--- config.mk ---
export PLATFORM = sky130hd
export DESIGN_NAME = scan_chain_ctrl_flat
export DESIGN_NICKNAME = d
export VERILOG_FILES = /design/src/rtl/scan_chain_ctrl_if.sv /design/src/rtl/scan_chain_ctrl.sv /design/src/flat_wrapper.sv
export SDC_FILE = /design/constraint.sdc
export NUM_CORES = 1
export LEC_CHECK = 0
export ABC_AREA = 1
export CAP_MARGIN = 10
export CORE_UTILIZATION = 42
export CTS_CLUSTER_DIAMETER = 40
export DETAILED_ROUTE_END_ITERATION = 8
export MAX_ROUTING_LAYER = met4
export PLACE_DENSITY = 0.86
export SLEW_MARGIN = 25
export SYNTH_ARGS = -nofsm -noshare
export SYNTH_HDL_FRONTEND = slang
export SYNTH_SLANG_ARGS = --single-unit
--- constraint.sdc ---
create_clock -name clk -period 1.16 [get_ports clk]
set_input_delay 0.232 -clock clk [delete_from_list [all_inputs] [get_ports clk]]
set_output_delay 0.232 -clock clk [all_outputs]
set_load 0.01 [all_outputs]
--- src/rtl/scan_chain_ctrl_if.sv ---
// Handshake and data bundle between a scan/config master and scan_chain_ctrl.
// The master drives the sequence controls and serial input; the slave returns chain state.
interface scan_chain_ctrl_if #(
    parameter int WIDTH = 8
);
    logic             start;
    logic             capture_en;
    logic             hold;
    logic [WIDTH-1:0] par_in;
    logic             scan_in;
    logic             scan_out;
    logic [WIDTH-1:0] chain_q;
    logic [WIDTH-1:0] par_out;
    logic             busy;
    logic             done;

    modport master (
        output start, capture_en, hold, par_in, scan_in,
        input  scan_out, chain_q, par_out, busy, done
    );

    modport slave (
        input  start, capture_en, hold, par_in, scan_in,
        output scan_out, chain_q, par_out, busy, done
    );
endinterface

--- src/rtl/scan_chain_ctrl.sv ---
// Scan chain sequencer: optional parallel capture, WIDTH serial shifts (stallable by hold),
// then commit of the chain into a shadow update register.
module scan_chain_ctrl #(
    parameter int WIDTH = 8,
    parameter int CNT_W = $clog2(WIDTH + 1)
) (
    input logic            clk,
    input logic            rst,
    scan_chain_ctrl_if.slave bus
);
    typedef enum logic [2:0] {
        IDLE,
        CAPTURE,
        SHIFT,
        UPDATE,
        DONE
    } state_t;

    localparam logic [CNT_W-1:0] LAST = CNT_W'(WIDTH - 1);

    state_t           state;
    state_t           state_next;
    logic [WIDTH-1:0] chain;
    logic [WIDTH-1:0] shadow;
    logic [CNT_W-1:0] cnt;
    logic             mode;
    logic             shift_now;

    assign shift_now = (state == SHIFT) && !bus.hold;

    always_ff @(posedge clk or posedge rst) begin
        if (rst) begin
            state <= IDLE;
        end else begin
            state <= state_next;
        end
    end

    always_comb begin
        state_next = state;
        case (state)
            IDLE: begin
                if (bus.start) begin
                    state_next = bus.capture_en ? CAPTURE : SHIFT;
                end
            end
            CAPTURE: state_next = SHIFT;
            SHIFT: begin
                if (shift_now && (cnt == LAST)) begin
                    state_next = UPDATE;
                end
            end
            UPDATE:  state_next = DONE;
            DONE:    state_next = IDLE;
            default: state_next = IDLE;
        endcase
    end

    always_ff @(posedge clk or posedge rst) begin
        if (rst) begin
            chain  <= '0;
            shadow <= '0;
            cnt    <= '0;
            mode   <= 1'b0;
        end else begin
            if ((state == IDLE) && bus.start) begin
                cnt  <= '0;
                mode <= bus.capture_en;
            end
            if ((state == CAPTURE) && mode) begin
                chain <= bus.par_in;
            end
            // Counter wraps to zero on the final shift so it never reaches WIDTH.
            if (shift_now) begin
                chain <= {bus.scan_in, chain[WIDTH-1:1]};
                cnt   <= (cnt == LAST) ? '0 : cnt + 1'b1;
            end
            if (state == UPDATE) begin
                shadow <= chain;
            end
        end
    end

    assign bus.scan_out = chain[0];
    assign bus.chain_q  = chain;
    assign bus.par_out  = shadow;
    assign bus.busy     = (state != IDLE);
    assign bus.done     = (state == DONE);
endmodule

--- src/flat_wrapper.sv ---
// flat-port wrapper written by rule: the top's interface ports become plain ports
module scan_chain_ctrl_flat 
#(
    parameter int WIDTH = 8,
    parameter int CNT_W = $clog2(WIDTH + 1)
)
  (clk, rst, bus_start, bus_capture_en, bus_hold, bus_par_in, bus_scan_in, bus_scan_out, bus_chain_q, bus_par_out, bus_busy, bus_done);
  scan_chain_ctrl_if #(.WIDTH(WIDTH)) bus_i ();
  input logic clk;
  input logic rst;
  input wire logic [$bits(bus_i.start)-1:0] bus_start;
  input wire logic [$bits(bus_i.capture_en)-1:0] bus_capture_en;
  input wire logic [$bits(bus_i.hold)-1:0] bus_hold;
  input wire logic [$bits(bus_i.par_in)-1:0] bus_par_in;
  input wire logic [$bits(bus_i.scan_in)-1:0] bus_scan_in;
  output wire logic [$bits(bus_i.scan_out)-1:0] bus_scan_out;
  output wire logic [$bits(bus_i.chain_q)-1:0] bus_chain_q;
  output wire logic [$bits(bus_i.par_out)-1:0] bus_par_out;
  output wire logic [$bits(bus_i.busy)-1:0] bus_busy;
  output wire logic [$bits(bus_i.done)-1:0] bus_done;
  assign bus_i.start = bus_start;
  assign bus_i.capture_en = bus_capture_en;
  assign bus_i.hold = bus_hold;
  assign bus_i.par_in = bus_par_in;
  assign bus_i.scan_in = bus_scan_in;
  assign bus_scan_out = bus_i.scan_out;
  assign bus_chain_q = bus_i.chain_q;
  assign bus_par_out = bus_i.par_out;
  assign bus_busy = bus_i.busy;
  assign bus_done = bus_i.done;
  scan_chain_ctrl #(.WIDTH(WIDTH), .CNT_W(CNT_W)) u_core (.clk(clk), .rst(rst), .bus(bus_i));
endmodule
==> flow_summary.toml <==
[worst_setup_path]
cp_cell_sequence = "buf_6, buf_12, nor2_4, buf_4, buf_4, nand3_1, nand3_1"
max_stage_delay_ps = 450
cp_max_fo = 4
cp.required_ps = 1420
cpMaxStageDelayCell = "dfrtp_1"
r2r_start = "u_core.state[1]"
cp-start-kind = "flip-flop"
reg2regPathDepth = 7
critPathKind = "reg2reg"
reg2reg_to = "u_core.bus.chain_q[4]"
r2r_slack_ps = -260
arrival_ps = 1680
end_kind = "flip-flop"

[sta]
drv_slew = 0
hold_slack_ps = 220
fmax_ghz = 0.702
finalSetupViolations = 27
slew-limit-headroom_pct = 82.7
hold_viol_final = 0
rsz0062_at_grt = "true"
period_share_pct = 123
worst_slack_ps = -264
finalClockSkew_ps = 4.59
worstMarginPinSlew_ps = 258
period_minus_slack_ps = 1420

[placement]
dp_slack_ps = -219
place.gp.congestion = 0.787
place_area_mm2 = 0.00169
hpwl_mm = 2.21
io_buffer_count = 32

[layout]
area_delta_synth_final_pct = 85.3
final_area_mm2 = 0.00213
fin_nets = 229
drive_above_1_share_pct = 57.7
antenna_cells = 0
fin_util_pct = 84.4
fill_cells = 132

[synthesis]
synth-seq-cells = 24
synth_top_area_cell = "dfrtp_1"
synth_top_area_share_pct = 52.3
synth_area_leaders = "dfrtp_1 (52%), nand2_1 (15%), nand3_1 (13%)"
postSynthAreaPerCell_um2 = 8.32
yosysUniqueCellTypes = 21
ys_warn_count = 0
synth-seq-area-share_pct = 52.3
synth_area_mm2 = 0.00115
netlist_instances = 138
synthesis.nets = 153

[job]
maxCapViolCount = 0

[floorplanning]
coreArea_mm2 = 0.00252
num_io_pins = 33
start_util_pct = 45.5
dieWidth_um = 54.3
die_area_mm2 = 0.00295
row_count = 18
die_h_um = 54.3

[detailed_routing]
detail-route-antenna-nets = 0
dr_total_vias = 1431
drt_iter0_drc = 66
routedWlPerCell_um = 20.2
drt-total-wl_mm = 4.92
dr.pass1.iters = 5
drc = 0
via_per_inst = 5.89

[min_path]
holdCritPathClass = "in2async"

[clock_network]
clockRootBuffer = "clkbuf_4"
htree_levels = 1
clockBufferDepth = 2
cts_tree = "yes"
cts_buffers = 3
clock_latency_ps = 320
clk_pin_slew_ps = 150
cts.sinks = 24
cts-hold-fix-buffers = 0

[run_status]
violations = "setup timing"
status = "finished with violations"

[global_route]
grt_pass1_vias = 1368
grt_usage_pct = 34.3
grt_pass1_wl_mm = 6.65
grt_max_degree = 25
grt_overflow_total = 0
antenna_found_initial = 0

[pwr]
peakVddDrop_mv = 2.16
finalPower_mw = 5.91
leakage_nw = 1.09
power.density_mw_per_mm2 = 2780
==> state kept, by name, summed over array words and instances (netlist names) <==
register / cells
u_core.bus.par_out: 8
u_core.state: 3
u_core.cnt: 4
u_core.mode: 1
u_core.bus.chain_q: 8
==> what timing repair did <==
| action | 4_1_cts | 5_1_grt |
|---|---|---|
| buffers inserted | 15 | 5 |
| endpoints found under the setup margin | 41 | 26 |
| cloned | 1 | 0 |
| gates resized for setup | 130 | 29 |
| pin swaps | 18 | 16 |
==> power breakdown <==
| group | internal (mW) | total, mW | switching, mW |
|---|---|---|---|
| Clock | 0.349 | 0.629 | 0.280 |
| Combinational | 1.77 | 3.81 | 2.05 |
| Sequential | 1.18 | 1.47 | 0.291 |
| Total | 3.30 | 5.91 | 2.62 |
==> routing by layer <==
layer  routed length, um  GRT usage, %
met5                   0             -
met4                 274          20.5
met3                 429          4.72
met2                2510          56.9
met1                1700          39.1
==> final cells by class <==
class	instances	area [um2]	area share (%)
tap	30	37.5	1.76
sequential	24	601	28.2
timing repair buffer	73	633	29.7
clock inverter	1	30.0	1.41
multi-input combinational	99	733	34.5
clock buffer	3	22.5	1.06
inverter	13	71.3	3.35
==> Yosys cell counts (all sizes together) <==
master / count
nand2: 48
nand3: 31
dfrtp: 24
inv: 11
nor2: 10
o21ai: 3
a21oi: 2
buf: 2
clkinv: 2
ha: 1
nand4: 1
nor3: 1
o211ai: 1
xnor2: 1
==> placed cells by master (no fill, tap or decap), types with 2 or more instances in the layout <==
master           count
buf_12               3
buf_2               17
buf_4               29
buf_6               10
clkbuf_4             3
clkdlybuf4s50_1     13
dfrtp_1             24
inv_1                7
inv_2                2
inv_4                2
nand2_1             29
nand2_2             15
nand2_4              3
nand3_1             11
nand3_2             16
nand3_4              4
nor2_2               3
nor2_4               6
o21ai_2              2
==> worst max-delay path: cells and delay by family, from the launching register on <==
| family | cells | cell delay (ps) |
|---|---|---|
| simple gates | 3 | 390 |
| flops | 1 | 450 |
| buf+inv | 4 | 520 |
==> kinds of logic after synthesis <==
logic type,count (synthesis),share of synthesized area [%]
XOR/XNOR,1,0.763
adder cells (fa/ha/maj),1,1.09
AND/OR/NAND/NOR,91,36.9
flip-flops,24,52.3
AO/OA/AOI/OAI,6,2.83
buffers and inverters,15,6.10
==> stage by stage <==
stage	setup TNS, ps	instances
after floorplan	0	138
after global placement	-1900	221
after detailed placement	-2900	221
after CTS	-1930	239
after global routing	-4600	243
final	-3550	243
==> worst max-delay path by stage <==
| stage | end | startpoint | slack [ps] | cells after the start |
|---|---|---|---|---|
| after global routing | u_core.bus.chain_q[4] | u_core.state[0] | -300 | 7 |
| final | u_core.bus.chain_q[4] | u_core.state[1] | -260 | 7 |
| after global placement | bus_done | u_core.state[1] | -190 | 2 |
| after detailed placement | bus_done | u_core.state[1] | -220 | 2 |
| after CTS | bus_busy | u_core.state[1] | -180 | 3 |
| after floorplan | u_core.bus.chain_q[0] | u_core.state[2] | 20 | 6 |
Power figures use the tool's default switching activity.
